### config.mk
export PLATFORM = sky130hd
export DESIGN_NAME = sum_serial_ctrl
export DESIGN_NICKNAME = d
export VERILOG_FILES = /design/src/rtl/sum_serial_pkg.sv /design/src/rtl/sum1bcc.sv /design/src/rtl/sum_serial_ctrl.sv
export SDC_FILE = /design/constraint.sdc
export NUM_CORES = 1
export LEC_CHECK = 0
export BUFFER_PORTS_ARGS = -buffer_cell sky130_fd_sc_hd__buf_4
export CAP_MARGIN = 20
export CORE_MARGIN = 1.5
export CORE_UTILIZATION = 50
export DETAILED_ROUTE_END_ITERATION = 8
export PLACE_DENSITY = 0.74
export SLEW_MARGIN = 20
export SYNTH_ARGS = -nofsm -noshare
export SYNTH_HDL_FRONTEND = slang
export SYNTH_SLANG_ARGS = --single-unit
### constraint.sdc
create_clock -name clk -period 2 [get_ports clk]
set_clock_uncertainty 0.15 [all_clocks]
set_input_delay 0.1 -clock clk [delete_from_list [all_inputs] [get_ports clk]]
set_output_delay 0.1 -clock clk [all_outputs]
set_load 0.03 [all_outputs]
### src/rtl/sum_serial_pkg.sv
`default_nettype none
// ============================================================================
// Module   : sum_serial_pkg
// Purpose  : Shared FSM encoding and default width for the bit-serial adder.
// Revision : 1.0 - initial release
// ============================================================================
package sum_serial_pkg;

  localparam int c_default_width = 4;

  typedef enum logic [1:0] {
    S_IDLE = 2'd0,
    S_RUN  = 2'd1,
    S_DONE = 2'd2
  } state_t;

endpackage
`default_nettype wire

### src/rtl/sum1bcc.sv
`default_nettype none
// ============================================================================
// Module   : sum1bcc
// Purpose  : Combinational 1-bit full-adder cell shared by the serial adder.
// Revision : 1.0 - initial release
// ============================================================================
module sum1bcc (
  input  logic x,
  input  logic y,
  input  logic c,
  output logic sum,
  output logic carry
);

  assign sum   = x ^ y ^ c;
  assign carry = (x & y) | (x & c) | (y & c);

endmodule
`default_nettype wire

### src/rtl/sum_serial_ctrl.sv
`default_nettype none
// ============================================================================
// Module   : sum_serial_ctrl
// Purpose  : Bit-serial WIDTH-bit adder, LSB first, one bit per clock.
// Revision : 1.0 - initial release
// ============================================================================
module sum_serial_ctrl
  import sum_serial_pkg::*;
#(
  parameter int WIDTH = c_default_width
) (
  input  logic             clk,
  input  logic             rst_n,
  input  logic             start,
  input  logic [WIDTH-1:0] a,
  input  logic [WIDTH-1:0] b,
  input  logic             cin,
  output logic             busy,
  output logic             done,
  output logic [WIDTH-1:0] sum,
  output logic             cout,
  output logic             ovf
);

  localparam int              c_cw   = (WIDTH > 1) ? $clog2(WIDTH) : 1;
  localparam logic [c_cw-1:0] c_last = c_cw'(WIDTH - 1);

  state_t           r_state;
  logic [WIDTH-1:0] r_op_a;
  logic [WIDTH-1:0] r_op_b;
  logic [WIDTH-1:0] r_acc;
  logic             r_carry;
  logic [c_cw-1:0]  r_cnt;
  logic             w_sum;
  logic             w_carry;

  sum1bcc u_cell (
    .x     (r_op_a[0]),
    .y     (r_op_b[0]),
    .c     (r_carry),
    .sum   (w_sum),
    .carry (w_carry)
  );

  always_ff @(posedge clk or negedge rst_n) begin
    if (!rst_n) begin
      r_state <= S_IDLE;
      r_op_a  <= '0;
      r_op_b  <= '0;
      r_acc   <= '0;
      r_carry <= 1'b0;
      r_cnt   <= '0;
      busy    <= 1'b0;
      done    <= 1'b0;
      sum     <= '0;
      cout    <= 1'b0;
      ovf     <= 1'b0;
    end else begin
      case (r_state)
        S_RUN: begin
          // Result bits enter at the MSB so bit 0 lands in place after WIDTH shifts.
          r_acc   <= {w_sum, r_acc[WIDTH-1:1]};
          r_carry <= w_carry;
          r_op_a  <= r_op_a >> 1;
          r_op_b  <= r_op_b >> 1;
          r_cnt   <= r_cnt + 1'b1;
          if (r_cnt == c_last) begin
            r_state <= S_DONE;
            busy    <= 1'b0;
            done    <= 1'b1;
            sum     <= {w_sum, r_acc[WIDTH-1:1]};
            cout    <= w_carry;
            ovf     <= r_carry ^ w_carry;
          end
        end
        default: begin
          done <= 1'b0;
          if (start) begin
            r_op_a  <= a;
            r_op_b  <= b;
            r_carry <= cin;
            r_cnt   <= '0;
            r_state <= S_RUN;
            busy    <= 1'b1;
          end else begin
            r_state <= S_IDLE;
            busy    <= 1'b0;
          end
        end
      endcase
    end
  end

endmodule
`default_nettype wire

==> flow_metrics.py <==
metrics = {
    "finish": {
        "seq_area_sq_um": 550.5,
        "multi_input_area_sq_um": 427.9,
        "antenna_cells": 0,
        "layout-drive-gt1-share_pct": 50.55,
        "syn2layout_area_growth_pct": 25.84,
        "final_cell_mix": "dfrtp_1, buf_4, mux2_2",
        "fin_nets": 107,
        "final_common_cell": "dfrtp_1",
        "fillers": 147,
    },
    "clock_tree": {
        "cts_max_path_buffers": 2,
        "cts_hold_buf": 7,
        "h-tree-depth": 1,
        "tritoncts": "done",
        "post-cts-setup-buffers": 0,
        "clock-sinks": 22,
        "cts-resized-gates": 0,
        "cts_root_buf": "clkbuf_4",
        "clk_latency_ns": 0.29,
        "clk_pin_slew_ns": 0.11,
        "cts_buffers": 3,
    },
    "global_routing": {
        "grt_remaining_overflow": 0,
        "antenna_found_initial": 0,
        "grt_util_all_layers_pct": 13.58,
        "grt_max_degree": 23,
        "grt_pass1_vias": 480,
        "grt_pass1_wl_um": 2063,
    },
    "floorplanning": {
        "start_util_pct": 52.15,
        "ios": 20,
        "die_w_um": 47.77,
        "std_cell_rows": 16,
        "die_area_sq_um": 2282,
        "core_sq_um": 1922,
        "die_h_um": 47.77,
    },
    "power_and_ir_drop": {
        "p_comb_share_pct": 48.9,
        "p_sw_share_pct": 34.64,
        "pwr-share-seq_pct": 41.1,
        "p_leak_nw": 0.6249,
        "ir_drop_mv": 1.065,
        "p_clk_share_pct": 10.0,
        "powerDensity_nw_per_um2": 1496,
        "internal_power_mw": 1.233,
        "power_mw": 1.886,
        "p_switching_mw": 0.6533,
    },
    "setup_path": {
        "start_kind": "register",
        "cpMaxStageDelayCell": "fa_1",
        "critPathCaptureType": "register",
        "cp.arrival_ns": 1.64,
        "cp.required_ns": 2.04,
        "max_stage_delay_ns": 0.48,
        "critPathKind": "register to register",
        "cp_max_fo": 3,
        "crit_chain": "fa_1 -> xor2_1 -> mux2_2",
    },
    "routing": {
        "wl_um": 1497,
        "vias": 567,
        "routed_via_density": 4.805,
        "routedWlPerCell_um": 12.69,
        "drc": 0,
        "drtIter0Drc": 3,
        "first_pass_iters": 4,
        "ant_nets": 0,
    },
    "sta": {
        "holdWs_ns": 0.01284,
        "layout_min_cycle_time_ns": 1.600,
        "drv_slew": 0,
        "rsz0062_at_grt": "false",
        "hold_viol": 0,
        "fin_tns_setup_ns": 0,
        "relSlewSlack_pct": 63.55,
        "finalCritPeriodShare_pct": 79.99,
        "fin_ws_ns": 0.4001,
        "finalSetupViolations": 0,
        "fmax_mhz": 625.1,
        "worst_pin_slew_ns": 0.5467,
    },
    "placement": {
        "hpwlAfterDp_um": 1026,
        "io_buffers": 19,
        "place_ws_ns": 0.3969,
        "gp_congestion": 0.5983,
    },
    "synthesis": {
        "syn_area_per_cell_sq_um": 15.66,
        "ys_ff_latch": 22,
        "seq_area_frac_synth_pct": 54.93,
        "syn-instance-count": 64,
        "syn_nets": 78,
        "synth_area_sq_um": 1002,
        "synth_cell_type_count": 17,
        "yosys_warnings": 0,
    },
    "hold_path": {
        "holdCritPathClass": "primary input to register",
    },
    "run_status": {
        "status": "finished clean",
    },
    "run": {
        "maxCapViolations": 0,
    },
}
[power by group through the flow]
stage	clock, mW	combinational, mW	sequential, mW
2_1_floorplan	0	0.557	0.911
3_3_place_gp	0	0.906	0.778
3_5_place_dp	0	0.921	0.789
4_1_cts	0.199	0.936	0.780
5_1_grt	0.211	0.992	0.801
6_report	0.188	0.923	0.775
[sequential cells by signal (all words and copies together), names as in the netlist]
signal and cells:
r_op_b 4, r_acc 3, sum 4, r_state 1, ovf 1, r_op_a 4, cout 1, r_carry 1
done 1, r_cnt 2
[synthesized netlist by cell type, drive strengths merged]
master	n	share of area (%)
mux2	24	31
dfrtp	22	55
mux2i	3	3.0
buf	2	1.6
nand2b	2	1.2
nor2	2	0.75
and2b	1	0.75
clkbuf	1	0.37
fa	1	2.0
ha	1	1.2
inv	1	0.37
nand3b	1	0.75
nor2b	1	0.62
o21a	1	0.75
xor2	1	0.87
[path summary, 6_finish.rpt]
check,slack [ns],startpoint,depth (start not counted),end
setup / recovery,0.40,r_carry$_DFFE_PN0P_,3,ovf$_DFFE_PN0P_
hold / removal,0.01,b[2],3,r_op_b[2]$_DFFE_PN0P_
setup reg to reg,0.40,r_carry$_DFFE_PN0P_,3,ovf$_DFFE_PN0P_
min in group asynchronous,0.07,rst_n,2,sum[0]$_DFFE_PN0P_
max in group asynchronous,1.42,rst_n,2,r_op_a[2]$_DFFE_PN0P_
hold reg to reg,0.35,r_cnt[0]$_DFFE_PN0P_,1,r_cnt[0]$_DFFE_PN0P_
[metal layers]
metal	vias up	routed length (um)	GRT usage [%]
li1	278	-	-
met5	-	0	0
met2	9	783	22.40
met1	278	661	16.59
met4	0	8	6.486
met3	2	43	3.396
[per-stage QoR]
step                      area [sq um]  util [%]  std cells
after floorplan                   1002         -         64
after global placement            1159     60.29        107
after global routing              1261     65.63        118
after detailed placement          1159     60.29        107
final                             1261     65.63        118
after CTS                         1251     65.10        117
[layout make-up]
type	count	area share (%)
inverters	1	0.2976
multi-input cells	38	33.93
clock buffers	3	1.786
well taps	27	2.679
repair buffers	27	17.66
flip-flops and latches	22	43.65
[logic make-up (layout without fill, tap and decap cells)]
group | after synthesis | in the layout | share of synthesized area, %
mux | 27 | 27 | 33.71
flops | 22 | 22 | 54.93
simple gates | 7 | 7 | 4.121
buf+inv | 4 | 31 | 2.371
fa+ha+maj | 2 | 2 | 3.246
compound gates | 1 | 1 | 0.7493
xor+xnor | 1 | 1 | 0.8741
[critical path: cells and delay by family, from the launching register on]
family / cells / cell delay [ns]
XOR/XNOR: 1 / 0.18
adder cells (fa/ha/maj): 1 / 0.48
flip-flops: 1 / 0.43
multiplexers: 1 / 0.25
(Power assumes the default switching activity.)
